## src/rtl/bru_pkg.sv

```systemverilog
// Shared types and constants for the branch resolve unit: FSM state, the per-stage
// prediction record, and the instruction size used for fall-through PCs.
package bru_pkg;

    localparam int BRU_PC_W    = 32;
    localparam int INSTR_BYTES = 4;

    typedef enum logic {
        RUN  = 1'b0,
        HOLD = 1'b1
    } bru_state_t;

    // PC_W of the top must not exceed BRU_PC_W; narrower PCs are zero-extended here.
    typedef struct packed {
        logic                valid;
        logic [BRU_PC_W-1:0] pc;
        logic                pred_taken;
        logic [BRU_PC_W-1:0] pred_target;
    } bru_stage_t;

endpackage

```

## src/rtl/bru_stage_reg.sv

```systemverilog
// One pipeline register carrying a prediction record. hold freezes the contents,
// kill clears only the valid bit and takes priority over hold.
module bru_stage_reg
    import bru_pkg::*;
(
    input  logic       clk,
    input  logic       reset,
    input  logic       hold,
    input  logic       kill,
    input  bru_stage_t d,
    output bru_stage_t q
);

    bru_stage_t stage_reg;

    always_ff @(posedge clk or negedge reset) begin
        if (!reset) begin
            stage_reg <= '0;
        end else begin
            if (!hold) begin
                stage_reg <= d;
            end
            if (kill) begin
                stage_reg.valid <= 1'b0;
            end
        end
    end

    assign q = stage_reg;

endmodule

```

## src/rtl/branch_resolve_unit.sv

```systemverilog
// EX-stage branch resolution: compares carried predictions with actual outcomes,
// trains the predictor and redirects fetch. Optional counters via BRU_STATS_EN.
module branch_resolve_unit
    import bru_pkg::*;
#(
    parameter int PC_W  = 32,
    parameter int CNT_W = 32
) (
    input  logic             clk,
    input  logic             reset,
    input  logic             valid_f,
    input  logic [PC_W-1:0]  pc_f,
    input  logic             pred_taken_f,
    input  logic [PC_W-1:0]  pred_target_f,
    input  logic             stall_d,
    input  logic             is_branch_e,
    input  logic             is_jal_e,
    input  logic             is_jalr_e,
    input  logic             cond_taken_e,
    input  logic [PC_W-1:0]  act_target_e,
    output logic             redirect_valid,
    input  logic             redirect_ready,
    output logic [PC_W-1:0]  redirect_pc,
    output logic             flush_d,
    output logic             flush_e,
    output logic             state_update_en,
    output logic             actual_taken_e,
    output logic [PC_W-1:0]  pc_e,
    output logic [CNT_W-1:0] resolved_cnt,
    output logic [CNT_W-1:0] mispredict_cnt
);

    bru_stage_t f_stage;
    bru_stage_t d_stage;
    bru_stage_t e_stage;

    bru_state_t      state_reg;
    bru_state_t      state_next;
    logic [PC_W-1:0] hold_pc_reg;
    logic [PC_W-1:0] hold_pc_next;

    logic            res;
    logic            mispredict;
    logic [PC_W-1:0] e_pred_target;
    logic [PC_W-1:0] fix_pc;

    assign f_stage = '{valid:       valid_f,
                       pc:          BRU_PC_W'(pc_f),
                       pred_taken:  pred_taken_f,
                       pred_target: BRU_PC_W'(pred_target_f)};

    bru_stage_reg u_stage_d (
        .clk   (clk),
        .reset (reset),
        .hold  (stall_d),
        .kill  (flush_d),
        .d     (f_stage),
        .q     (d_stage)
    );

    // A stall turns the EX slot into a bubble, so each instruction resolves once.
    bru_stage_reg u_stage_e (
        .clk   (clk),
        .reset (reset),
        .hold  (1'b0),
        .kill  (flush_e | stall_d),
        .d     (d_stage),
        .q     (e_stage)
    );

    assign pc_e          = e_stage.pc[PC_W-1:0];
    assign e_pred_target = e_stage.pred_target[PC_W-1:0];

    assign actual_taken_e  = is_jal_e | is_jalr_e | (is_branch_e & cond_taken_e);
    assign res             = e_stage.valid & (is_branch_e | is_jal_e | is_jalr_e)
                             & (state_reg == RUN);
    assign mispredict      = res & ((actual_taken_e != e_stage.pred_taken)
                             | (actual_taken_e & (e_pred_target != act_target_e)));
    assign fix_pc          = actual_taken_e ? act_target_e : pc_e + PC_W'(INSTR_BYTES);
    assign state_update_en = res & is_branch_e;

    always_ff @(posedge clk or negedge reset) begin
        if (!reset) begin
            state_reg   <= RUN;
            hold_pc_reg <= '0;
        end else begin
            state_reg   <= state_next;
            hold_pc_reg <= hold_pc_next;
        end
    end

    always_comb begin
        state_next     = state_reg;
        hold_pc_next   = hold_pc_reg;
        redirect_valid = 1'b0;
        redirect_pc    = '0;
        flush_d        = 1'b0;
        flush_e        = 1'b0;
        unique case (state_reg)
            RUN: begin
                if (mispredict) begin
                    redirect_valid = 1'b1;
                    redirect_pc    = fix_pc;
                    flush_d        = 1'b1;
                    flush_e        = 1'b1;
                    if (!redirect_ready) begin
                        state_next   = HOLD;
                        hold_pc_next = fix_pc;
                    end
                end
            end
            HOLD: begin
                // Keep squashing the wrong path until fetch takes the redirect.
                redirect_valid = 1'b1;
                redirect_pc    = hold_pc_reg;
                flush_d        = 1'b1;
                flush_e        = 1'b1;
                if (redirect_ready) begin
                    state_next = RUN;
                end
            end
            default: begin
                state_next = RUN;
            end
        endcase
    end

`ifdef BRU_STATS_EN
    logic [CNT_W-1:0] resolved_reg;
    logic [CNT_W-1:0] mispredict_reg;

    always_ff @(posedge clk or negedge reset) begin
        if (!reset) begin
            resolved_reg   <= '0;
            mispredict_reg <= '0;
        end else begin
            if (res && (resolved_reg != '1)) begin
                resolved_reg <= resolved_reg + CNT_W'(1);
            end
            if (mispredict && (mispredict_reg != '1)) begin
                mispredict_reg <= mispredict_reg + CNT_W'(1);
            end
        end
    end

    assign resolved_cnt   = resolved_reg;
    assign mispredict_cnt = mispredict_reg;
`else
    assign resolved_cnt   = '0;
    assign mispredict_cnt = '0;
`endif

endmodule

```

## config.mk

```make
export PLATFORM = sky130hd
export DESIGN_NAME = branch_resolve_unit
export DESIGN_NICKNAME = d
export VERILOG_FILES = /design/src/rtl/bru_pkg.sv /design/src/rtl/bru_stage_reg.sv /design/src/rtl/branch_resolve_unit.sv
export SDC_FILE = /design/constraint.sdc
export NUM_CORES = 1
export LEC_CHECK = 0
export CAP_MARGIN = 20
export CORE_UTILIZATION = 40
export CTS_BUF_LIST = sky130_fd_sc_hd__clkbuf_4 sky130_fd_sc_hd__clkbuf_8
export CTS_CLUSTER_DIAMETER = 40
export DETAILED_ROUTE_END_ITERATION = 8
export MAX_ROUTING_LAYER = met4
export PLACE_DENSITY = 0.79
export SYNTH_ARGS = -nofsm -noshare
export SYNTH_HDL_FRONTEND = slang
export SYNTH_SLANG_ARGS = --single-unit
```

## constraint.sdc

```tcl
create_clock -name clk -period 7.8 [get_ports clk]
set_input_delay 1.56 -clock clk [delete_from_list [all_inputs] [get_ports clk]]
set_output_delay 1.56 -clock clk [all_outputs]
set_load 0.02 [all_outputs]
```

==> summary.txt, run 1 <==
Global routing
  – Largest net degree at the start of global routing: 92
  – Vias in the first global route: 5022
  – Initial antenna violation count: 1
  – Remaining Overflow, GRT: 0
  – GRT Util Overall: 0.1999
  – Global-route wire length before repair: 28270 um

Place
  – GP Congestion: 0.8071
  – Pre-CTS WS: 1.627 ns
  – HPWL Detailed: 14100 um
  – Port Buf Inserts: 174
  – Area after DPL: 0.009164 sq mm

Logic synthesis
  – Cell taking the most area after synthesis: dfrtp_1
  – Mean Syn Cell Area: 12.05 sq um
  – Sequential share of the synthesized area: 0.5361
  – Yosys warns: 0
  – Fraction of registers with async set/reset: 1.000
  – Count of cell types in the netlist: 38
  – Synth area leaders: dfrtp_1, mux2_2, buf_4, mux2_1, a22o_1
  – Netlist Area Pre-Place: 0.007701 sq mm
  – Predominant post-synthesis flop cell: dfrtp_1
  – Yosys reg bits: 165
  – Post-synth top area share: 0.5361
  – Gate Count Post-Synth: 639
  – Number of synthesized flops with an enable pin: 0

Timing
  – Final Hold Vio Count: 0
  – Setup TNS Final: 0 ns
  – Final WS setup: 1.663 ns
  – Fmax: 162.9 MHz
  – Part of the cycle the worst path needs: 0.7868
  – Post-layout minimum cycle time: 6.137 ns
  – Final setup viols: 0
  – Actual slew at the worst max-slew pin: 0.9345 ns
  – Hold Slack: 0.3667 ns
  – Slew Limit Fails: 0
  – Headroom to the max-slew limit: 0.3770
  – Worst Skew: 0.01694 ns
  – RSZ-0062 raised after global routing: no

Floorplanning
  – Chip height: 140.8 um
  – I/O pin count: 239
  – Die footprint: 0.01981 sq mm
  – Row count: 50
  – Initial Util: 0.4103
  – Die Wd: 140.8 um
  – Core area: 0.01877 sq mm

Critical path
  – Critical path fanouts, max: 24
  – Setup crit end kind: output port
  – Worst setup SP type: input pin
  – Setup CP Type: in2out
  – Worst EP required: 6.24 ns
  – CP arrival: 4.58 ns

Worst hold path
  – Hold WC Path Type: reg2reg

Power and ir drop
  – Pwr per Cell Area: 232.8 mW/mm^2
  – Leakage: 4.038 nW
  – Worst vdd ir: 0.1016 mV
  – Total power: 2.228 mW

Route
  – 1st-iter DRT viols: 277
  – DRC violations left: 0
  – Via/cell ratio: 4.845
  – Drt total wl: 18550 um
  – Routed len/inst: 18.08 um
  – Via count: 4971
  – Post-DRT Antenna Nets: 0
  – Detailed Routing Iterations Pass 1: 5

Clock network
  – Clock Tree Buf Depth: 2
  – Sink Count: 165
  – Clk_lat worst skew: 0.46 ns
  – Hold_buf cts: 0
  – H-tree depth: 4
  – Worst-path clk slew: 0.09 ns
  – Postcts setup bufs: 0
  – CTS tree: done
  – # resized after CTS: 0
  – CTS Buf Count: 17
  – CTS Root Cell: clkbuf_8

Final layout
  – P&R area growth vs syn: 24.24%
  – Cell area after layout: 0.009568 sq mm
  – NumNets Final: 885
  – Layout cells sized above 1: 0.1429

Run status
  – Outcome: completed

Flow run
  – Maxcap violations: 0
==> where the power goes <==
part           switching, mW  internal (mW)  leakage, nW  total (mW)
Clock                  0.326          0.301        0.201       0.627
Combinational          0.242          0.253         1.89       0.495
Sequential            0.0980           1.01         1.94        1.11
==> layout by cell type (no fill, tap or decap), types with 3 or more instances in the layout <==
master | netlist | routed
mux2_1 | 30 | 30
inv_1 | 12 | 12
nand4_1 | 15 | 15
nor3_1 | 8 | 8
nand3_1 | 8 | 8
clkdlybuf4s50_1 | 0 | 172
mux2_2 | 67 | 67
xnor2_1 | 25 | 25
nand2_1 | 43 | 43
conb_1 | 1 | 64
a21oi_1 | 5 | 5
nand2b_1 | 3 | 3
nor2_1 | 14 | 13
xor2_1 | 29 | 29
o21ai_0 | 26 | 26
a22o_1 | 32 | 32
and4_1 | 5 | 5
buf_4 | 99 | 7
clkbuf_8 | 0 | 18
dfrtp_1 | 165 | 165
nor4_1 | 9 | 9
inv_6 | 0 | 5
==> through the flow <==
step,utilization,instances
2_1_floorplan,-,702
3_3_place_gp,0.4883,993
3_5_place_dp,0.4883,993
4_1_cts,0.5097,1025
5_1_grt,0.5098,1026
6_report,0.5098,1026
==> path summary, 6_finish.rpt <==
check | to | startpoint | slack, ns | depth (start not counted)
setup / recovery | redirect_valid | act_target_e[12] | 1.66 | 9
hold / removal | u_stage_e.q[28] | u_stage_d.q[28] | 0.37 | 0
setup reg to reg | hold_pc_reg[6] | u_stage_e.q[22] | 4.85 | 7
hold reg to reg | u_stage_e.q[28] | u_stage_d.q[28] | 0.37 | 0
max in group asynchronous | u_stage_e.q[32] | reset | 5.21 | 2
min in group asynchronous | u_stage_d.q[52] | reset | 1.17 | 1
==> worst max-delay path: stages <==
cell	delay (ns)
clkdlybuf4s50_1	0.46
xor2_1	0.18
nor4_1	0.53
nand3_1	0.16
nor4_2	0.36
nor2_2	0.20
buf_4	0.26
or2_2	0.32
clkdlybuf4s50_1	0.55
==> synth_stat cells, drive strengths merged, types with 3 or more instances <==
cell type  number
inv            12
nand2b          3
nand3           8
a21oi           5
nor2           14
dfrtp         165
clkbuf         19
a22o           32
nor3            8
xnor2          25
o21ai          26
nand2          43
nor4           10
xor2           29
buf           105
and4            5
mux2           97
nand4          15
==> routing by layer <==
layer / part of all wire / wire (um) / up-vias / GRT usage
li1: - / - / 2319 / -
met1: 0.42 / 7846 / 2435 / 0.2479
met2: 0.48 / 8960 / 186 / 0.3119
met3: 0.068 / 1267 / 31 / 0.05265
met4: 0.026 / 477 / 0 / 0.07952
met5: 0 / 0 / - / -
==> cell families (layout without fill, tap and decap cells) <==
kind of cell,count (synthesis),in the layout,synth area share
simple gates,114,114,0.07490
other cells,1,65,0.0004869
compound gates,70,70,0.06482
flops,165,165,0.5361
fa+ha+maj,1,1,0.001624
mux,98,98,0.1431
buf+inv,136,225,0.1175
xor+xnor,54,54,0.06141
==> layout make-up <==
| class | instances | area [sq um] |
|---|---|---|
| fillers | 1683 | 9200 |
| clock buffers | 19 | 255.2 |
| inverters | 12 | 45.04 |
| repair buffers | 181 | 1790 |
| multi-input cells | 401 | 2907 |
| flip-flops and latches | 165 | 4129 |
| clock inverters | 13 | 146.4 |
| diodes | 1 | 2.502 |
| well taps | 234 | 292.8 |
(Power assumes the default switching activity.)
==> run 2: changes to the inputs <==
- PLACE_DENSITY: 0.79 -> 0.82
- clock period: 7.8 -> 5 ns (I/O delays scaled with it)
==> summary.txt, run 2 (synthesized netlist as in run 1, its figures left out) <==
Critical path
  – Reg2reg path depth: 7 (unchanged)
  – FF-to-FF Start: u_stage_e.q[19] (was u_stage_e.q[22])
  – Family with the most delay on the worst path: buffers and inverters (was simple AND/OR/NAND/NOR gates)
  – Critical path fanouts, max: 16 (was 24)
  – Worst EP required: 4.00 ns (was 6.24 ns)
  – Setup crit end kind: output port (unchanged)
  – Worst reg2reg setup slack: 2.41 ns (was 4.85 ns)
  – Critical path's largest stage delay: 0.59 ns (was 0.55 ns)
  – Most used cell along the critical path: clkdlybuf4s50_1 (unchanged)
  – Setup CP Type: in2out (unchanged)
  – CP startpoint: act_target_e[19] (was act_target_e[12])
  – Crit path cell chain: clkdlybuf4s50_1 -> xnor2_1 -> o211ai_1 -> or4_1 -> nor4_4 -> nor2_4 -> buf_4 -> a22o_1 -> clkdlybuf4s50_1 (was clkdlybuf4s50_1 -> xor2_1 -> nor4_1 -> nand3_1 -> nor4_2 -> nor2_2 -> buf_4 -> or2_2 -> clkdlybuf4s50_1)
  – CP bufs+invs: 3 (unchanged)
  – Crit-path slowest cell: or4_1 (was clkdlybuf4s50_1)
  – Worst setup SP type: input pin (unchanged)
  – CP arrival: 3.90 ns (was 4.58 ns)
  – Worst reg2reg endpoint: hold_pc_reg[19] (was hold_pc_reg[6])

Timing
  – Part of the cycle the worst path needs: 0.9805
  – Headroom to the max-slew limit: 0.3835 (was 0.3770)
  – Fmax: 204.0 MHz
  – Setup TNS Final: 0 ns (unchanged)
  – Worst Skew: 0.02548 ns (was 0.01694 ns)
  – Final setup viols: 0 (unchanged)
  – Post-layout minimum cycle time: 4.902 ns
  – Actual slew at the worst max-slew pin: 0.9248 ns (was 0.9345 ns)
  – Final Hold Vio Count: 0 (unchanged)
  – Slew Limit Fails: 0 (unchanged)
  – Final WS setup: 0.09764 ns (was 1.663 ns)

Global routing
  – Global-route wire length before repair: 28150 um (was 28270 um)
  – Largest net degree at the start of global routing: 76 (was 92)
  – Initial antenna violation count: 3 (was 1)
  – Vias in the first global route: 4865 (was 5022)
  – Remaining Overflow, GRT: 0 (unchanged)
  – GRT Util Overall: 0.2012 (was 0.1999)

Place
  – GP Congestion: 0.8898 (was 0.8071)
  – Port Buf Inserts: 174 (unchanged)
  – DP Cell Count: 999 (was 993)
  – Area after DPL: 0.009209 sq mm (was 0.009164 sq mm)
  – HPWL Detailed: 14580 um (was 14100 um)
  – Pre-CTS WS: 0.1038 ns (was 1.627 ns)

Final layout
  – Cell area after layout: 0.009664 sq mm (was 0.009568 sq mm)
  – Commonest non-fill, non-tap cell in the layout: clkdlybuf4s50_1 (unchanged)
  – P&R area growth vs syn: 25.49% (was 24.24%)
  – Fillers: 1667 (was 1683)
  – Most frequent cells in the layout: clkdlybuf4s50_1, dfrtp_1, mux2_2 (unchanged)
  – Layout cells sized above 1: 0.1493 (was 0.1429)
  – Final Core Density: 0.5149 (was 0.5098)
  – Fin cells: 1034 (was 1026)
  – NumNets Final: 891 (was 885)

Flow run
  – Maxcap violations: 0 (unchanged)

Floorplanning
  – Die footprint: 0.01981 sq mm (unchanged)
  – Row count: 50 (unchanged)
  – Die Wd: 140.8 um (unchanged)
  – I/O pin count: 239 (unchanged)
  – Chip height: 140.8 um (unchanged)
  – Initial Util: 0.4103 (unchanged)
  – Core area: 0.01877 sq mm (unchanged)

Clock network
  – # resized after CTS: 0 (unchanged)
  – Sink Count: 165 (unchanged)
  – Clock Tree Buf Depth: 2 (unchanged)
  – CTS Buf Count: 17 (unchanged)
  – Clk_lat worst skew: 0.47 ns (was 0.46 ns)
  – Worst-path clk slew: 0.09 ns (about the same)
  – CTS Root Cell: clkbuf_8 (unchanged)
  – Hold_buf cts: 0 (unchanged)
  – Postcts setup bufs: 0 (unchanged)
  – H-tree depth: 4 (unchanged)
  – CTS tree: done (unchanged)

Power and ir drop
  – Pwr per Cell Area: 368.8 mW/mm^2 (was 232.8 mW/mm^2)
  – Worst vdd ir: 0.1607 mV (was 0.1016 mV)
  – Leakage: 4.108 nW (was 4.038 nW)

Worst hold path
  – Hold path startpoint: u_stage_d.q[4] (was u_stage_d.q[28])
  – Hold WC Path Type: reg2reg (unchanged)
  – Hold Path Stages: 0 (unchanged)
  – Hold EP: u_stage_e.q[4] (was u_stage_e.q[28])

Route
  – Post-DRT Antenna Nets: 0 (unchanged)
  – Via count: 5023 (was 4971)
  – Routed len/inst: 18.31 um (was 18.08 um)
  – 1st-iter DRT viols: 395 (was 277)
  – Via/cell ratio: 4.858 (was 4.845)
  – DRC violations left: 0 (unchanged)
  – Drt total wl: 18930 um (was 18550 um)
  – Detailed Routing Iterations Pass 1: 5 (unchanged)

Run status
  – Outcome: completed (unchanged)
run 2: where the power goes:
| group | switching [mW] | total, mW | internal, mW |
|---|---|---|---|
| Sequential | 0.158 | 1.73 | 1.57 |
| Combinational | 0.381 | 0.780 | 0.399 |
| Clock | 0.506 | 1.06 | 0.550 |
| Total | 1.04 | 3.56 | 2.52 |
run 2: through the flow:
step	hold WS (ns)	power, mW
after global placement	0.3533	2.512
after global routing	0.3805	3.730
after detailed placement	0.3541	2.537
after floorplan	0.3486	2.232
after CTS	0.3645	3.595
final	0.3566	3.564
run 2: how the worst max path moves through the flow:
stage                                 end  slack (ns)  cells past startpoint
after floorplan                   flush_e        1.32                      7
after global placement     redirect_pc[5]        0.24                      9
after detailed placement  redirect_pc[14]        0.10                      9
after CTS                 redirect_pc[14]        0.10                      9
after global routing       redirect_pc[4]       -0.02                      9
final                     redirect_pc[14]         0.1                      9
run 2: worst reg2reg max path: stages (launching register included):
cell      delay (ns)
dfrtp_1         0.41
xnor2_1         0.21
o211ai_1        0.12
or4_1           0.59
nor4_4          0.32
or3_1           0.19
buf_4           0.27
mux2_1          0.36
run 2: layout make-up:
type | count | area [sq um] | area share
Antenna cell | 3 | 7.507 | 0.0007768
Clock buffer | 17 | 234.0 | 0.02421
Inverter | 12 | 45.04 | 0.004661
Timing Repair Buffer | 187 | 1836 | 0.1899
Multi-Input combinational cell | 401 | 2920 | 0.3022
Sequential cell | 165 | 4129 | 0.4272
Clock inverter | 15 | 200.2 | 0.02071
Tap cell | 234 | 292.8 | 0.03030
run 2: per-layer routing:
layer | vias up | track usage | routed length (um)
met4 | 0 | 0.07666 | 422
met2 | 175 | 0.3092 | 9173
met3 | 26 | 0.05876 | 1198
li1 | 2344 | - | -
met1 | 2478 | 0.2511 | 8137
met5 | - | - | 0
==> run 3: changes to the inputs <==
--- a/config.mk
+++ b/config.mk
@@ -10,3 +10,3 @@
 export CTS_BUF_LIST = sky130_fd_sc_hd__clkbuf_4 sky130_fd_sc_hd__clkbuf_8
-export CTS_CLUSTER_DIAMETER = 40
+export CTS_CLUSTER_DIAMETER = 80
 export DETAILED_ROUTE_END_ITERATION = 8
--- a/constraint.sdc
+++ b/constraint.sdc
@@ -3,2 +3,2 @@
 set_output_delay 1 -clock clk [all_outputs]
-set_load 0.02 [all_outputs]
+set_load 0.01 [all_outputs]
==> summary.txt, run 3 (synthesized netlist as in run 1, its figures left out) <==
Floorplanning
  – Initial Util: 0.4103 (unchanged)
  – Die footprint: 0.01981 sq mm (unchanged)
  – Chip height: 140.8 um (unchanged)
  – Die Wd: 140.8 um (unchanged)
  – I/O pin count: 239 (unchanged)
  – Row count: 50 (unchanged)
  – Core area: 0.01877 sq mm (unchanged)

Clock network
  – Clock Tree Buf Depth: 2 (unchanged)
  – CTS Buf Count: 17 (unchanged)
  – # resized after CTS: 1 (was 0)
  – Hold_buf cts: 0 (unchanged)
  – Postcts setup bufs: 0 (unchanged)
  – Worst-path clk slew: 0.08 ns (was 0.09 ns)
  – H-tree depth: 4 (unchanged)
  – Sink Count: 165 (unchanged)
  – Clk_lat worst skew: 0.46 ns (was 0.47 ns)
  – CTS tree: done (unchanged)
  – CTS Root Cell: clkbuf_8 (unchanged)

Power and ir drop
  – Worst vdd ir: 0.1484 mV (was 0.1607 mV)
  – Leakage: 4.066 nW (was 4.108 nW)
  – Pwr per Cell Area: 354.8 mW/mm^2 (was 368.8 mW/mm^2)
  – Total power: 3.417 mW (was 3.564 mW)

Place
  – Port Buf Inserts: 174 (unchanged)
  – GP Congestion: 0.8529 (was 0.8898)
  – HPWL Detailed: 14370 um (was 14580 um)

Timing
  – Final Hold Vio Count: 0 (unchanged)
  – Worst Skew: 0.01305 ns (was 0.02548 ns)
  – Hold Slack: 0.3731 ns (was 0.3566 ns)
  – Actual slew at the worst max-slew pin: 0.9256 ns (was 0.9248 ns)
  – Part of the cycle the worst path needs: 0.9659 (was 0.9805)
  – Slew Limit Fails: 0 (unchanged)
  – Post-layout minimum cycle time: 4.830 ns (was 4.902 ns)
  – Fmax: 207.1 MHz (was 204.0 MHz)
  – Final setup viols: 0 (unchanged)
  – Headroom to the max-slew limit: 0.3829 (was 0.3835)

Global routing
  – Remaining Overflow, GRT: 0 (unchanged)
  – Largest net degree at the start of global routing: 96 (was 76)
  – Initial antenna violation count: 1 (was 3)
  – GRT Util Overall: 0.2011 (was 0.2012)
  – Global-route wire length before repair: 28510 um (was 28150 um)
  – Vias in the first global route: 5095 (was 4865)

Critical path
  – Setup CP Type: in2out (unchanged)
  – CP arrival: 3.83 ns (was 3.90 ns)
  – Worst EP required: 4.00 ns (about the same)
  – Worst setup SP type: input pin (unchanged)
  – Setup crit end kind: output port (unchanged)
  – Critical path fanouts, max: 21 (was 16)

Flow run
  – Maxcap violations: 0 (unchanged)

Final layout
  – Layout cells sized above 1: 0.1484 (was 0.1493)
  – Commonest non-fill, non-tap cell in the layout: clkdlybuf4s50_1 (unchanged)
  – NumNets Final: 889 (was 891)
  – P&R area growth vs syn: 25.05% (was 25.49%)
  – Most frequent cells in the layout: clkdlybuf4s50_1, dfrtp_1, mux2_2 (unchanged)

Route
  – 1st-iter DRT viols: 274 (was 395)
  – Detailed Routing Iterations Pass 1: 5 (unchanged)
  – Post-DRT Antenna Nets: 0 (unchanged)
  – DRC violations left: 0 (unchanged)
  – Routed len/inst: 18.11 um (was 18.31 um)
  – Drt total wl: 18650 um (was 18930 um)
  – Via/cell ratio: 4.905 (was 4.858)
  – Via count: 5052 (was 5023)

Worst hold path
  – Hold WC Path Type: reg2reg (unchanged)

Run status
  – Outcome: completed (unchanged)
==> run 3: cell count changes in the layout (fill, tap and decap cells not counted), sizes merged <==
cell	before	now
inv	17	14
diode	3	1
clkinvlp	0	2
clkbuf	17	22
bufinv	4	2
buf	15	13
clkinv	6	4
==> run 3: path summary, 6_finish.rpt <==
kind | start | endpoint | slack [ns] | depth (start not counted)
worst min register to register | u_stage_d.q[56] | u_stage_e.q[56] | 0.37 | 0
max in group asynchronous | reset | u_stage_d.q[63] | 3.38 | 2
worst max register to register | u_stage_e.q[8] | hold_pc_reg[17] | 2.45 | 7
worst min-delay path | u_stage_d.q[56] | u_stage_e.q[56] | 0.37 | 0
min in group asynchronous | reset | u_stage_d.q[52] | 0.64 | 1
worst max-delay path | act_target_e[8] | redirect_pc[6] | 0.17 | 9
==> run 3: report_power, final <==
group | switching [mW] | internal, mW | leakage [nW]
registers | 0.158 | 1.57 | 1.94
clock network | 0.487 | 0.498 | 0.207
logic | 0.304 | 0.400 | 1.91
==> run 3: cell type report <==
class                           count  area [sq um]
Fill cell                        1634          9138
Multi-Input combinational cell    401          2918
Tap cell                          234         292.8
Inverter                           12         45.04
Clock buffer                       22         290.3
Clock inverter                     10         120.1
Antenna cell                        1         2.502
Sequential cell                   165          4129
Timing Repair Buffer              185          1833
==> run 3: metrics by stage <==
step / util / instances / area (sq um) / worst slack [ns] / setup TNS (ns)
after floorplan: - / 702 / 7938 / 1.377 / 0
after global placement: 0.4905 / 997 / 9206 / -0.05961 / -0.9345
after detailed placement: 0.4905 / 997 / 9206 / -0.1004 / -1.425
after CTS: 0.5127 / 1029 / 9623 / 0.08279 / 0
after global routing: 0.5131 / 1030 / 9630 / -0.0007776 / -0.0007776
final: 0.5131 / 1030 / 9630 / 0.1704 / 0
==> run 3: worst max-delay path, cell delays in order <==
cell and delay, ns:
clkdlybuf4s50_1 0.48, xor2_1 0.20, nor4_2 0.42, nand3_1 0.21, nor4_2 0.44, nor2_4 0.22
buf_12 0.20, a22o_1 0.18, clkdlybuf4s50_1 0.47
==> run 3: metal layers <==
layer / global-route usage / routed length [um]
met1: 0.2457 / 8071
met2: 0.3192 / 9100
met3: 0.05197 / 1052
met4: 0.07895 / 427
met5: - / 0
